[config.mk]
export PLATFORM = sky130hd
export DESIGN_NAME = fib_job_sequencer_flat
export DESIGN_NICKNAME = d
export VERILOG_FILES = /design/src/rtl/fib_job_sequencer_if.sv /design/src/rtl/fib_job_sequencer.sv /design/src/flat_wrapper.sv
export SDC_FILE = /design/constraint.sdc
export NUM_CORES = 1
export LEC_CHECK = 0
export ABC_AREA = 1
export CORE_ASPECT_RATIO = 1.4
export CORE_MARGIN = 1
export CORE_UTILIZATION = 55
export CTS_BUF_LIST = sky130_fd_sc_hd__clkbuf_4 sky130_fd_sc_hd__clkbuf_8
export DETAILED_ROUTE_END_ITERATION = 10
export PLACE_DENSITY = 0.91
export SKIP_CTS_REPAIR_TIMING = 1
export SLEW_MARGIN = 30
export SYNTH_ARGS = -nofsm -noshare
export SYNTH_HDL_FRONTEND = slang
export SYNTH_SLANG_ARGS = --single-unit
[constraint.sdc]
create_clock -name clk -period 4.6 [get_ports clk]
set_input_delay 0.69 -clock clk [delete_from_list [all_inputs] [get_ports clk]]
set_output_delay 0.69 -clock clk [all_outputs]
set_load 0.02 [all_outputs]
[src/rtl/fib_job_sequencer_if.sv]
// Job, response and core-side signal bundle for fib_job_sequencer.
// The slave side is the sequencer; the master side is the job source and the fib core.
interface fib_job_sequencer_if #(
   parameter int N_W = 6,
   parameter int D_W = 32
);
   logic           in_valid;
   logic           in_ready;
   logic [N_W-1:0] in_n;
   logic [D_W-1:0] in_a;
   logic [D_W-1:0] in_b;

   logic           out_valid;
   logic           out_ready;
   logic [N_W-1:0] out_n;
   logic [D_W-1:0] out_result;
   logic           out_timeout;

   logic           core_r_enable;
   logic           core_controlArr;
   logic [N_W-1:0] core_init_n;
   logic [D_W-1:0] core_init_a;
   logic [D_W-1:0] core_init_b;
   logic           core_w_enable;
   logic [D_W-1:0] core_result;

   modport master (
      output in_valid, in_n, in_a, in_b, out_ready, core_w_enable, core_result,
      input  in_ready, out_valid, out_n, out_result, out_timeout,
             core_r_enable, core_controlArr, core_init_n, core_init_a, core_init_b
   );

   modport slave (
      input  in_valid, in_n, in_a, in_b, out_ready, core_w_enable, core_result,
      output in_ready, out_valid, out_n, out_result, out_timeout,
             core_r_enable, core_controlArr, core_init_n, core_init_a, core_init_b
   );
endinterface

[src/rtl/fib_job_sequencer.sv]
// Queues (n,a,b) jobs, launches them one at a time on the fib core and returns n-tagged results.
// Launch pulse two edges after a push into an idle unit; in_ready drops when the FIFO is full, responses hold until out_ready.
module fib_job_sequencer #(
   parameter int DEPTH   = 4,
   parameter int TIMEOUT = 1023,
   parameter int N_W     = 6,
   parameter int D_W     = 32
) (
   input  logic               clk,
   input  logic               rst_n,
   fib_job_sequencer_if.slave bus,
   output logic               busy
);

   typedef struct packed {
      logic [N_W-1:0] n;
      logic [D_W-1:0] a;
      logic [D_W-1:0] b;
   } job_t;

   typedef enum logic [1:0] {S_IDLE, S_LAUNCH, S_WAIT, S_HOLD} state_t;

   localparam int AW = (DEPTH > 1) ? $clog2(DEPTH) : 1;
   localparam int CW = AW + 1;
   localparam int TW = $clog2(TIMEOUT + 1);

   state_t         state, state_nx;
   job_t           mem [DEPTH];
   job_t           in_job;
   job_t           job;
   logic [AW-1:0]  wr_ptr, rd_ptr;
   logic [CW-1:0]  count;
   logic [TW-1:0]  wd_cnt;
   logic           w_prev;
   logic           rise;
   logic           wd_expired;
   logic           full, empty;
   logic           push, pop;
   logic           r_en_q;
   logic [N_W-1:0] out_n_q;
   logic [D_W-1:0] out_result_q;
   logic           out_timeout_q;

   assign in_job     = '{n: bus.in_n, a: bus.in_a, b: bus.in_b};
   assign full       = (count == CW'(DEPTH));
   assign empty      = (count == '0);
   assign push       = bus.in_valid && bus.in_ready;
   assign pop        = (state == S_IDLE) && !empty;
   assign rise       = bus.core_w_enable && !w_prev;
   assign wd_expired = (wd_cnt == TW'(TIMEOUT - 1));

   // in_ready is held low while reset is applied, so nothing is accepted then.
   assign bus.in_ready        = rst_n && !full;
   assign bus.out_valid       = (state == S_HOLD);
   assign bus.out_n           = out_n_q;
   assign bus.out_result      = out_result_q;
   assign bus.out_timeout     = out_timeout_q;
   assign bus.core_r_enable   = r_en_q;
   assign bus.core_controlArr = 1'b0;
   assign bus.core_init_n     = job.n;
   assign bus.core_init_a     = job.a;
   assign bus.core_init_b     = job.b;
   assign busy                = (state != S_IDLE) || !empty;

   always_comb begin
      state_nx = state;
      case (state)
         S_IDLE:   if (!empty) state_nx = S_LAUNCH;
         S_LAUNCH: state_nx = S_WAIT;
         S_WAIT:   if (rise || wd_expired) state_nx = S_HOLD;
         S_HOLD:   if (bus.out_ready) state_nx = S_IDLE;
         default:  state_nx = S_IDLE;
      endcase
   end

   always_ff @(posedge clk) begin
      if (push) mem[wr_ptr] <= in_job;
   end

   always_ff @(posedge clk or negedge rst_n) begin
      if (!rst_n) begin
         state         <= S_IDLE;
         wr_ptr        <= '0;
         rd_ptr        <= '0;
         count         <= '0;
         job           <= '0;
         wd_cnt        <= '0;
         w_prev        <= 1'b0;
         r_en_q        <= 1'b0;
         out_n_q       <= '0;
         out_result_q  <= '0;
         out_timeout_q <= 1'b0;
      end else begin
         state  <= state_nx;
         w_prev <= bus.core_w_enable;
         r_en_q <= (state_nx == S_LAUNCH);
         count  <= count + CW'(push) - CW'(pop);
         if (push) wr_ptr <= wr_ptr + AW'(1);
         if (pop) begin
            rd_ptr <= rd_ptr + AW'(1);
            job    <= mem[rd_ptr];
         end
         if (state == S_LAUNCH)    wd_cnt <= '0;
         else if (state == S_WAIT) wd_cnt <= wd_cnt + TW'(1);
         // A genuine completion edge beats a watchdog expiry landing in the same cycle.
         if (state == S_WAIT) begin
            if (rise) begin
               out_n_q       <= job.n;
               out_result_q  <= bus.core_result;
               out_timeout_q <= 1'b0;
            end else if (wd_expired) begin
               out_n_q       <= job.n;
               out_result_q  <= '0;
               out_timeout_q <= 1'b1;
            end
         end
      end
   end

endmodule

[src/flat_wrapper.sv]
// flat-port wrapper written by rule: the top's interface ports become plain ports
module fib_job_sequencer_flat 
#(
   parameter int DEPTH   = 4,
   parameter int TIMEOUT = 1023,
   parameter int N_W     = 6,
   parameter int D_W     = 32
)
  (clk, rst_n, busy, bus_in_valid, bus_in_n, bus_in_a, bus_in_b, bus_out_ready, bus_core_w_enable, bus_core_result, bus_in_ready, bus_out_valid, bus_out_n, bus_out_result, bus_out_timeout, bus_core_r_enable, bus_core_controlArr, bus_core_init_n, bus_core_init_a, bus_core_init_b);
  fib_job_sequencer_if #(.N_W(N_W), .D_W(D_W)) bus_i ();
  input  logic clk;
  input  logic rst_n;
  output logic busy;
  input wire logic [$bits(bus_i.in_valid)-1:0] bus_in_valid;
  input wire logic [$bits(bus_i.in_n)-1:0] bus_in_n;
  input wire logic [$bits(bus_i.in_a)-1:0] bus_in_a;
  input wire logic [$bits(bus_i.in_b)-1:0] bus_in_b;
  input wire logic [$bits(bus_i.out_ready)-1:0] bus_out_ready;
  input wire logic [$bits(bus_i.core_w_enable)-1:0] bus_core_w_enable;
  input wire logic [$bits(bus_i.core_result)-1:0] bus_core_result;
  output wire logic [$bits(bus_i.in_ready)-1:0] bus_in_ready;
  output wire logic [$bits(bus_i.out_valid)-1:0] bus_out_valid;
  output wire logic [$bits(bus_i.out_n)-1:0] bus_out_n;
  output wire logic [$bits(bus_i.out_result)-1:0] bus_out_result;
  output wire logic [$bits(bus_i.out_timeout)-1:0] bus_out_timeout;
  output wire logic [$bits(bus_i.core_r_enable)-1:0] bus_core_r_enable;
  output wire logic [$bits(bus_i.core_controlArr)-1:0] bus_core_controlArr;
  output wire logic [$bits(bus_i.core_init_n)-1:0] bus_core_init_n;
  output wire logic [$bits(bus_i.core_init_a)-1:0] bus_core_init_a;
  output wire logic [$bits(bus_i.core_init_b)-1:0] bus_core_init_b;
  assign bus_i.in_valid = bus_in_valid;
  assign bus_i.in_n = bus_in_n;
  assign bus_i.in_a = bus_in_a;
  assign bus_i.in_b = bus_in_b;
  assign bus_i.out_ready = bus_out_ready;
  assign bus_i.core_w_enable = bus_core_w_enable;
  assign bus_i.core_result = bus_core_result;
  assign bus_in_ready = bus_i.in_ready;
  assign bus_out_valid = bus_i.out_valid;
  assign bus_out_n = bus_i.out_n;
  assign bus_out_result = bus_i.out_result;
  assign bus_out_timeout = bus_i.out_timeout;
  assign bus_core_r_enable = bus_i.core_r_enable;
  assign bus_core_controlArr = bus_i.core_controlArr;
  assign bus_core_init_n = bus_i.core_init_n;
  assign bus_core_init_a = bus_i.core_init_a;
  assign bus_core_init_b = bus_i.core_init_b;
  fib_job_sequencer #(.DEPTH(DEPTH), .TIMEOUT(TIMEOUT), .N_W(N_W), .D_W(D_W)) u_core (.clk(clk), .rst_n(rst_n), .bus(bus_i), .busy(busy));
endmodule
# == Word level (Yosys, flattened, before mapping) ==
# Memory sizes are Yosys's and may differ from the RTL's. A register that Yosys moved wholly into a read port is not among the register bits.
# Cells that the tools add are included.
# classes
add_sub_neg,5
eq_ne,6
muxes,14
reduce_logical,16
# op_table
operator,n
$mux 32,2
$mux 10,2
$mux 6,2
$add 10x1->10 const B,1
$eq 10x10->1 const B,1
$pmux 2 s4,1
$mux 2,3
$reduce_bool 2->1,3
$add 2x1->2 const B,2
$eq 2x1->1 const B,2
$eq 2x2->1 const B,2
$logic_and 1x1->1,4
$logic_not 1->1,4
$mux 1,4
$add 3x1->3,1
$eq 3x3->1 const B,1
$logic_not 3->1,1
$sub 3x1->3,1
$logic_not 2->1,1
$logic_or 1x1->1,2
$reduce_and 2->1,1
# totals
reg_bits,60
ramBits,280
input_bits,107
word_cells,52
n_memories,1
# mem_list
memory,words,width,read_ports,rd_clocked_by_memory_dff,wr,line,rtl
u_core.mem,4,70,1,1,1,fib_job_sequencer.sv:28,job_t mem [DEPTH];

# == Depth between registers and ports, before layout ==
# logic_depth
depth_word,6
depth_mapped,13
ltp_nobuf,11

# == Least setup slack after synthesis ==
# No wires, ideal clock.
# synth_timing
path_type,input to register
start,input rst_n
end,memory u_core.mem[0][0] in the netlist's numbering (enable)
setup_time_ns,0.499
arrival_ns,4.527
t_required_ns,4.101
path_slack_ns,-0.426
cell_stages,3
path_cell_list,a21boi_0 > nand2_1 > nor2_1
# synth_via
elab_chain_len,4
# synth_lines
element,line,rtl
from (decl),flat_wrapper.sv:12,input logic rst_n;
$logic_and 1x1->1,fib_job_sequencer.sv:53,assign bus.in_ready = rst_n && !full;
$logic_and 1x1->1,fib_job_sequencer.sv:47,assign push = bus.in_valid && bus.in_ready;
$mux 1,fib_job_sequencer.sv:77,if (push) mem[wr_ptr] <= in_job;
$mux 1 (implied by the code),fib_job_sequencer.sv:77,
to (decl),fib_job_sequencer.sv:28,
# No other way between the ends.

# == Worst setup path after layout ==
# layout_timing
start,register u_core.state[0]
end,output busy
# layout_via
elab_chain_len,2
# layout_lines
element,line,rtl
from (decl),fib_job_sequencer.sv:27,"state_t state, state_nx;"
from (signal assigned),fib_job_sequencer.sv:94,state <= state_nx;
$reduce_bool 2->1,fib_job_sequencer.sv:63,assign busy = (state != S_IDLE) || !empty;
$logic_or 1x1->1,fib_job_sequencer.sv:63,
to (decl),flat_wrapper.sv:13,output logic busy;
# No other way between the ends.

==> results summary <==
The flow ran to the end, and the final reports show no timing, DRC or antenna violations. The cell at the root of the clock tree is sky130_fd_sc_hd__clkbuf_8. Clock tree synthesis inserted a total of 54 buffers. The total grt overflow came out at 0. The share of the yosys chip area belonging to registers is 74.55%. The startpoint-to-endpoint class of the critical path is reg2out.

The routed wirelength normalized by instance count is 18.88 µm. The count of distinct cell types in the synthesized netlist came out at 31. The depth of the worst register-to-register path came out at 11. The final layout contains routed wiring with a total length of 35970 µm. The post-placement worst setup slack is around 1.4 ns.

The detailed-placement wirelength estimate came out at 21930 µm. The number of maximum-capacitance violations came out at 0. The routed wire length on met3 is 2885 µm. In the global route stage, overall resource usage came out at 24.85%. The initial utilization of the core area, before any placement, comes to 56.19%.

The smallest setup slack after layout came out at 1.834 ns. The number of flops mapped to enable cells by yosys is 280. The maximum resistive drop on vdd is 0.0004103 V. 221 I/O pins were placed. The register bit count reported by yosys came out at 410. The core box area is 27840 µm².

The clock net sink count is 410. The startpoint of the lowest-slack register-to-register path is u_core.state[0]$_DFF_PN0_. The area of the mapped netlist is ~16000 µm².

The total power came out at 12720 µW. The category of the worst setup path launch point is a register. Entering global routing, the biggest net connects 142 pins. The number of antenna violations at the first check in global routing is 3. The sort of element at the end of the critical path is an output port. With fillers left out, the area of the finished cells amounts to roughly 19000 µm². The final hold violation count came out at 0. The initialized floorplan defines 72 standard-cell rows. The number of levels in the clock H-tree is 2.

The worst reg-to-reg setup slack came out at approximately 2.0 ns. The buffer depth of the longest clock path came out at 3. The net count after synthesis is approximately 1400. The sequential standard cell area is 11670 µm².

Setup repair after global routing left no endpoint under its margin. The fraction of the cycle the final worst path needs came out at 60.13%. The final net count is between 1500 and 2000.

The maximum clock skew at final layout came out at 0.02461 ns. The met2 wire length is 18600 µm. The min-delay analysis places its worst path in the category in2async. The final setup violation count came out at 0. The cell count after placement came out at approximately 1800. The post-route minimum period came out at 2.766 ns.

The detailed router placed about 11000 vias in this run. The Yosys step of the flow raised 0 warnings. The commonest cells after synthesis are 356 x sky130_fd_sc_hd__nor2_1, 280 x sky130_fd_sc_hd__edfxtp_1, 147 x sky130_fd_sc_hd__o21ai_0.

The die is 144.5 µm wide. The final cell count without fillers is 1905. In this run the tightest slew margin relative to its limit is 36.70%.

The via count of the first global-routing pass is 10957. The post-synthesis to final-layout area growth is 22.45%. TritonCTS built the clock tree.

The number of buffer cells added on primary ports came out at 219. The total DRC errors in the routed layout came out at 0. After detailed routing, the number of vias per cell comes to around 5.5. The number of inserted filler cells in the final layout is roughly 1800. The arrival time of the worst setup path is 2.08 ns.

In this run the cell area measured after placement is approximately 18000 µm². STA puts the critical path data required time at 3.91 ns. The endpoint identified for the worst register-to-register timing path is u_core.count[2]$_DFF_PN0_. For this run, the leading register cell type out of synthesis is sky130_fd_sc_hd__edfxtp_1. The violation count after the first detailed-route iteration is 884. The highest metal layer carrying signal wires in the routed design is met4. The analysis attributes to cell leakage a power of 0.007157 µW. The proportion of register bits with asynchronous set or reset after synthesis came out at 31.71%. The count of nets left with antenna violations once routing finished came out at 0. The worst-margin pin slew came out at about 0.95 ns. The first global-routing pass estimated 55010 µm of wire. The share of the synthesized area in the top cell type is between 50% and 60%. A synthesized cell averages 12.29 µm².

After synthesis, the cell types taking the most area are sky130_fd_sc_hd__edfxtp_1 54%, sky130_fd_sc_hd__dfrtp_1 21%, sky130_fd_sc_hd__nor2_1 8.5%. The power density over the cells is approximately 660 nW/µm². The count of mapped cells out of synthesis came out at 1273. In the final layout, the multi-input gates occupy about 3400 µm². The die footprint is 29130 µm².

The cell type with the highest aggregate area in the netlist is sky130_fd_sc_hd__edfxtp_1. Static timing analysis puts the maximum clock frequency at 361.5 MHz. The fraction of layout cells with a size suffix above 1 is under 10%. The count of pins over their slew limit came to 0. The peak fanout along the critical path is 4. The height of the die came out at slightly above 200 µm. The most used standard cell by instance count after synthesis is sky130_fd_sc_hd__nor2_1. Clock-pin slew was measured on the worst setup and hold paths at ~0.07 ns. The first TritonRoute pass finished after 6 iterations.

The met1 wire length came out at 12790 µm. The congestion estimate from routability-driven global placement came to 0.8032. The clock latency on the worst-skew pair came out at around 0.60 ns.
## where the power goes
group / internal, µW / total, µW / switching, µW
logic: 1790 / 4670 / 2880
clock network: 1450 / 2710 / 1270
registers: 4800 / 5340 / 537
## kinds of logic after synthesis
family,after synthesis,synth area share (%)
compound gates,237,8.207
xor+xnor,4,0.2240
fa+ha+maj,14,1.168
buf+inv,106,3.608
flops,410,74.55
other cells,1,0.02398
simple gates,501,12.22
## layer usage
layer / vias to the layer above / GRT usage (%)
li1: 4826 / -
met1: 5046 / 27.78
met2: 542 / 43.05
met3: 118 / 5.117
met4: 0 / 14.92
met5: - / 0
## state kept, by name, indices dropped and copies added (netlist names), 3 cells and up
| signal | flops |
|---|---|
| u_core.bus.core_init_b | 32 |
| u_core.wd_cnt | 10 |
| u_core.mem | 280 |
| u_core.bus.core_init_a | 32 |
| u_core.bus.out_n | 6 |
| u_core.count | 3 |
| u_core.bus.out_result | 32 |
| u_core.bus.core_init_n | 6 |
## critical path: stages, from the launching register on
cell and delay [ns]:
sky130_fd_sc_hd__dfrtp_1 0.40, sky130_fd_sc_hd__inv_1 0.12, sky130_fd_sc_hd__ha_1 0.25, sky130_fd_sc_hd__nand3_1 0.11
sky130_fd_sc_hd__clkdlybuf4s50_1 0.61
## per-stage QoR
stage / TNS, ns / hold WS [ns] / utilization [%]
2_1_floorplan: -119.17 / 0.3944 / -
3_3_place_gp: 0 / 0.4518 / 64.77
3_5_place_dp: 0 / 0.4590 / 64.81
4_1_cts: 0 / 0.06101 / 68.78
5_1_grt: 0 / 0.09378 / 68.79
6_report: 0 / 0.06026 / 68.81
## layout by cell type (no fill, tap or decap), drive strengths merged
master / netlist / layout
clkdlybuf4s50: 0 / 218
a21oi: 7 / 7
conb: 1 / 1
nand4: 1 / 1
and3: 2 / 2
ha: 13 / 13
dfrtp: 130 / 130
o21ai: 155 / 155
o21bai: 1 / 1
xnor2: 1 / 1
clkbuf: 22 / 90
fa: 1 / 1
o22ai: 6 / 6
nor3: 6 / 6
nand3: 4 / 4
nor2: 358 / 358
edfxtp: 280 / 280
clkinv: 0 / 9
nand2: 130 / 130
a31oi: 66 / 66
inv: 37 / 37
xor2: 3 / 3
clkinvlp: 0 / 1
a21boi: 1 / 1
buf: 47 / 10
a22oi: 1 / 1
diode: 0 / 3
## worst max path at each step
stage | to | slack (ns) | depth (start not counted) | startpoint
2_1_floorplan | u_core.mem[0][0]$_DFFE_PP_ | -0.43 | 3 | rst_n
3_3_place_gp | u_core.mem[0][42]$_DFFE_PP_ | 1.46 | 5 | rst_n
3_5_place_dp | u_core.mem[0][65]$_DFFE_PP_ | 1.39 | 5 | rst_n
4_1_cts | busy | 1.81 | 4 | u_core.state[0]$_DFF_PN0_
5_1_grt | bus_in_ready | 1.68 | 3 | rst_n
6_report | busy | 1.83 | 4 | u_core.state[0]$_DFF_PN0_
## area by class of cell
| type | count | share of cell area [%] |
|---|---|---|
| Antenna cell | 3 | 0.03920 |
| Clock buffer | 90 | 5.520 |
| Clock inverter | 10 | 0.2548 |
| Inverter | 37 | 0.7643 |
| Multi-Input combinational cell | 757 | 17.99 |
| Sequential cell | 410 | 60.91 |
| Tap cell | 370 | 2.417 |
| Timing Repair Buffer | 228 | 12.10 |
No activity file was read; power rests on OpenSTA's default activity.
